--- config.mk ---
export PLATFORM = sky130hd
export DESIGN_NAME = ml_p2s_serializer
export DESIGN_NICKNAME = d
export VERILOG_FILES = /design/src/rtl/ml_p2s_serializer.sv
export SDC_FILE = /design/constraint.sdc
export NUM_CORES = 2
export LEC_CHECK = 0
export BUFFER_PORTS_ARGS = -buffer_cell sky130_fd_sc_hd__buf_2
export CAP_MARGIN = 10
export CELL_PAD_IN_SITES_DETAIL_PLACEMENT = 2
export CELL_PAD_IN_SITES_GLOBAL_PLACEMENT = 2
export CORE_MARGIN = 10
export CORE_UTILIZATION = 39
export CTS_CLUSTER_DIAMETER = 200
export DETAILED_ROUTE_END_ITERATION = 8
export PLACE_DENSITY_LB_ADDON = 0.12
export SLEW_MARGIN = 5
export SYNTH_ARGS = -nofsm -noshare
export SYNTH_HDL_FRONTEND = slang
export SYNTH_SLANG_ARGS = --single-unit
--- constraint.sdc ---
create_clock -name i_clk100m -period 7.01 [get_ports i_clk100m]
set_input_delay 1.402 -clock i_clk100m [delete_from_list [all_inputs] [get_ports i_clk100m]]
set_output_delay 1.402 -clock i_clk100m [all_outputs]
set_load 0.02 [all_outputs]
--- src/rtl/ml_p2s_serializer.sv ---
// ml_p2s_serializer: buffers ML FIFO bursts and shifts the bytes out MSB-first at a programmable bit period
module ml_p2s_serializer #(
  parameter int AW    = 9,
  parameter int DIV_W = 16
) (
  input  logic             i_clk100m,
  input  logic             i_rst_n,
  input  logic             i_p2s_rstn,
  input  logic [15:0]      i_burst_len,
  input  logic [DIV_W-1:0] i_bit_div,
  input  logic             i_ml_rd_en,
  input  logic [7:0]       i_byte,
  input  logic             i_byte_valid,
  output logic             o_ml_rd_flag,
  output logic             o_sdata,
  output logic             o_sbit_stb,
  output logic             o_sactive,
  output logic             o_ovf,
  output logic [AW:0]      o_level
);
  localparam logic [AW:0] DEPTH = {1'b1, {AW{1'b0}}};
  typedef enum logic [1:0] {REQ_IDLE, REQ_ASSERT, REQ_COLLECT} req_t;
  typedef enum logic {S_IDLE, S_SHIFT} ser_t;
  req_t             req_st;
  ser_t             s_st;
  logic [7:0]       mem [2**AW];
  logic [AW:0]      wr_ptr, rd_ptr, free;
  logic [15:0]      blen, bcnt;
  logic [7:0]       shreg;
  logic [2:0]       bit_cnt;
  logic [DIV_W-1:0] div, div_cnt, div_ld;
  logic             full, last, pop, wr;
  assign o_level      = wr_ptr - rd_ptr;
  assign free         = DEPTH - o_level;
  assign full         = o_level == DEPTH;
  assign last         = s_st == S_SHIFT && div_cnt == div - 1'b1 && bit_cnt == 3'd0;
  // a pop at full frees the slot the simultaneous write lands in
  assign pop          = o_level != '0 && (s_st == S_IDLE || last);
  assign wr           = i_byte_valid && (!full || pop);
  assign div_ld       = i_bit_div == '0 ? DIV_W'(1) : i_bit_div;
  assign o_ml_rd_flag = req_st == REQ_ASSERT;
  assign o_sactive    = s_st == S_SHIFT;
  assign o_sdata      = o_sactive & shreg[7];
  assign o_sbit_stb   = o_sactive && div_cnt == '0;
  always_ff @(posedge i_clk100m)
    if (wr && i_p2s_rstn) mem[wr_ptr[AW-1:0]] <= i_byte;
  always_ff @(posedge i_clk100m or negedge i_rst_n)
    if (!i_rst_n) begin
      wr_ptr <= '0;
      rd_ptr <= '0;
      o_ovf  <= 1'b0;
    end else if (!i_p2s_rstn) begin
      wr_ptr <= '0;
      rd_ptr <= '0;
      o_ovf  <= 1'b0;
    end else begin
      if (wr) wr_ptr <= wr_ptr + 1'b1;
      if (pop) rd_ptr <= rd_ptr + 1'b1;
      if (i_byte_valid && !wr) o_ovf <= 1'b1;
    end
  // collection counts FIFO data, not enables, since data lags i_ml_rd_en
  always_ff @(posedge i_clk100m or negedge i_rst_n)
    if (!i_rst_n) begin
      req_st <= REQ_IDLE;
      blen   <= '0;
      bcnt   <= '0;
    end else if (!i_p2s_rstn) begin
      req_st <= REQ_IDLE;
      blen   <= '0;
      bcnt   <= '0;
    end else begin
      unique case (req_st)
        REQ_IDLE:
          if (i_burst_len != '0 && int'(free) >= int'(i_burst_len)) begin
            req_st <= REQ_ASSERT;
            blen   <= i_burst_len;
          end
        REQ_ASSERT:
          if (i_ml_rd_en) begin
            req_st <= REQ_COLLECT;
            bcnt   <= '0;
          end
        REQ_COLLECT:
          if (bcnt == blen) req_st <= REQ_IDLE;
          else if (i_byte_valid) bcnt <= bcnt + 1'b1;
        default: req_st <= REQ_IDLE;
      endcase
    end
  always_ff @(posedge i_clk100m or negedge i_rst_n)
    if (!i_rst_n) begin
      s_st    <= S_IDLE;
      shreg   <= '0;
      bit_cnt <= '0;
      div     <= '0;
      div_cnt <= '0;
    end else if (!i_p2s_rstn) begin
      s_st    <= S_IDLE;
      shreg   <= '0;
      bit_cnt <= '0;
      div     <= '0;
      div_cnt <= '0;
    end else if (pop) begin
      s_st    <= S_SHIFT;
      shreg   <= mem[rd_ptr[AW-1:0]];
      div     <= div_ld;
      bit_cnt <= 3'd7;
      div_cnt <= '0;
    end else if (s_st == S_SHIFT) begin
      if (div_cnt == div - 1'b1) begin
        div_cnt <= '0;
        if (bit_cnt == 3'd0) s_st <= S_IDLE;
        else begin
          shreg   <= {shreg[6:0], 1'b0};
          bit_cnt <= bit_cnt - 1'b1;
        end
      end else div_cnt <= div_cnt + 1'b1;
    end
endmodule

==> results.txt <==
The worst-case clock buffer depth came out at 4. By startpoint and endpoint, the worst setup path is classified as reg2reg. The worst slew margin relative to its limit is 0.106. The combined global-route utilization of all metal layers came out at 0.260. The final clock period utilization by the worst path came out at 0.870. After routing, the total negative slack on setup checks comes to 0 ns. The via count of the first global-routing pass came to 97,700. The floorplan die area is 0.454 mm2.

Among all flip-flop cells after synthesis, the most frequent one is sky130_fd_sc_hd__edfxtp_1. TritonCTS built the clock tree. The net count of the finished layout is 9,278.

The maximum frequency from static timing analysis is 0.164 GHz. The number of synthesis warnings came out at 0. The die outline width came out at 674 um.

Among all stages on the critical path, the largest delay is contributed by sky130_fd_sc_hd__nor2_1. The final routed wire length divided by cell count is 39.3 um. In this run the clock root is driven by a sky130_fd_sc_hd__clkbuf_16. The insertion delay of the later-clocked pin in the worst-skew pair is 1.01 ns. The detailed-routed wire length on met3 is 41,800 um.

The number of max-slew violations in the final report came out at 0. The maximum fanout count along the critical path is 80. Across the VDD grid, the largest voltage drop is 209 uV. The number of nets in the synthesized netlist is 8,970. The number of buffers inserted by port buffering is 59. The overall die height is 674 um. The number of failing setup endpoints in the final timing report is 0.

The pre-CTS setup slack is 1.15 ns. The final global-route overflow total is 0. Among cell families on the critical path, the largest total delay comes from simple AND/OR/NAND/NOR gates. The share of flip-flops with an asynchronous set or reset after synthesis came out at 0.0236. The number of buffers and inverters on the critical path is 2. The detailed router used layers up to and including met5. The register area share after synthesis is 0.752. The average cell area after synthesis is 18.8 um2. The critical path goes through ha_1 > inv_1 > fa_1 > a211o_1 > a2111oi_0 > nand3b_1 > a21oi_1 > and4_1 > o311a_1 > a21boi_4 > nand4_1 > buf_12 > nor2_1. The filler cell count in the final layout came out at 38,900.

The largest net degree at the start of global routing is 184. The clock-pin transition on the worst setup and hold timing paths is 0.06 ns. STA classifies the critical path endpoint as a register. The via total after detailed routing is 92,900. The initial utilization of the core area, before any placement, comes to 0.391.

The power per unit of standard cell area is 305 mW/mm2. At the worst endpoint, the arrival time is 6.67 ns. The number of flops mapped to enable cells by yosys came out at 4,096. The first global-routing pass estimated 839,000 um of wire.

Detailed placement ended at an HPWL of 378,000 um. The number of levels the H-tree was split into is 5. At the end of routability-driven placement, the weighted congestion stood at 0.842. The total length of routed wires is 600,000 um.

The routed wire length on met2 is 280,000 um. The total I/O pin count is 60. The synthesized instance count came out at 8,893. The hold violation count in the final report is 0. The share of layout cells above drive strength 1 is 0.193. The TritonCTS buffer count is 453. The non-filler instance count after layout is 15,300.

The initial antenna violation count is 43. The final setup skew came out at 0.0767 ns. The layout overhead on the synthesized area came out at 13.9%. Leaving out fill and tap cells, the most frequent cell in the layout is sky130_fd_sc_hd__edfxtp_1. The remaining design rule violation count came out at 0. For this design, the sink count on the clock tree is 4,195. The slew at the pin with the worst max-slew slack is 1.34 ns.

The number of gates given a new drive strength after cts came out at 0. The number of cells after detailed placement is 14,400. The required time at the endpoint of the critical path came out at 7.58 ns. The minimum setup slack in the final design is 0.912 ns.

The leakage power of the design came out at 0.0585 uW. Once the clock tree was built, the setup fixing pass inserted 0 buffers. The post-synthesis cell area is 0.167 mm2. The tightest min-delay check is of the in2async type. The sum of internal, switching and leakage power came out at 58,000 uW. The flip-flop and latch count after synthesis is 4,195.

The placement row count is 240. After clock tree synthesis, the flow added hold-fix buffers numbering 0. The largest stage delay on the critical path came out at 0.90 ns. The first detailed-routing pass ran for 6 iterations. The core box area came out at 0.427 mm2.

For this block, the initial DRC count from the detailed router was 11,100. The via count normalized by instance count came out at 6.08. Max-cap violations in this run came to 0.

Setup repair after global routing left no endpoint under its margin. The post-route met1 wirelength came out at 258,000 um. The count of nets left with antenna violations once routing finished came out at 0. The startpoint type of the worst setup path is a register. The library cells used most frequently in the layout, excluding fill and tap cells, are sky130_fd_sc_hd__edfxtp_1 (4,096), sky130_fd_sc_hd__mux2i_1 (789), sky130_fd_sc_hd__mux4_2 (683). The run finished with clean final reports. The unique cell type count in the Yosys netlist is 85. The clock period minus final worst setup slack is 6.10 ns.

The core occupancy in the finished layout came out at 0.445.
cells in the mapped netlist, drive strengths merged (37+ instances only):
master / n / area [um2]
clkbuf: 331 / 1240
dfrtp: 99 / 2480
a221o: 52 / 521
nand4: 37 / 231
edfxtp: 4096 / 123000
nor2: 460 / 1730
mux4: 683 / 15400
buf: 255 / 1280
xnor2: 54 / 473
nor3: 268 / 1340
nand3: 115 / 576
nand2b: 37 / 231
a22oi: 126 / 946
a21oi: 129 / 646
mux2i: 789 / 7900
inv: 39 / 146
a221oi: 273 / 2390
nand2: 344 / 1290
o211ai: 49 / 368
o21ai: 215 / 1080
metrics by stage:
| stage | hold slack [ns] | area, um2 |
|---|---|---|
| final | 0.520 | 190000 |
| after global routing | 0.563 | 190000 |
| after CTS | 0.500 | 190000 |
| after detailed placement | 0.513 | 175000 |
| after global placement | 0.507 | 175000 |
| after floorplan | 0.487 | 167000 |
cell type report:
| class | count | area [um2] | area share |
|---|---|---|---|
| sequential | 4195 | 125000 | 0.660 |
| multi-input combinational | 4068 | 38900 | 0.205 |
| clock buffer | 552 | 11900 | 0.0627 |
| tap | 5687 | 7120 | 0.0374 |
| timing repair buffer | 439 | 3870 | 0.0204 |
| clock inverter | 286 | 2540 | 0.0134 |
| inverter | 44 | 178 | 0.000935 |
| antenna | 12 | 30.0 | 0.000158 |
state kept, by name (all words and copies together) (netlist names), 2 cells and up:
signal,cells
mem,4096
bcnt,16
blen,16
div,16
div_cnt,16
rd_ptr,10
wr_ptr,10
shreg,8
bit_cnt,3
req_st,2
layer usage:
layer / vias to the layer above / GRT usage
met5: - / 0
met4: 22 / 0.0750
met3: 816 / 0.0460
met2: 3674 / 0.411
met1: 51200 / 0.369
li1: 37200 / -
final timing paths:
check	endpoint	start	cells past startpoint	slack, ns
max	mem[124][7]	rd_ptr[0]	13	0.91
min	bcnt[12]	i_rst_n	1	0.52
max reg2reg	mem[124][7]	rd_ptr[0]	13	0.91
min reg2reg	bit_cnt[1]	bit_cnt[1]	2	0.53
max in group asynchronous	rd_ptr[2]	i_rst_n	2	5.12
min in group i_clk100m	bit_cnt[1]	bit_cnt[1]	2	0.53
kinds of logic after synthesis:
| family | after synthesis | share of synthesized area |
|---|---|---|
| buf+inv | 630 | 0.0161 |
| xor+xnor | 75 | 0.00394 |
| simple gates | 1421 | 0.0390 |
| mux | 1483 | 0.140 |
| flops | 4195 | 0.752 |
| compound gates | 1057 | 0.0458 |
| fa+ha+maj | 32 | 0.00245 |
power by group:
part           leakage [uW]  switching (uW)  total (uW)  internal [uW]
logic                0.0133            4110        6650           2530
clock network       0.00706           10300       23700          13400
registers            0.0381            56.1       27600          27600
(Power assumes the default switching activity.)
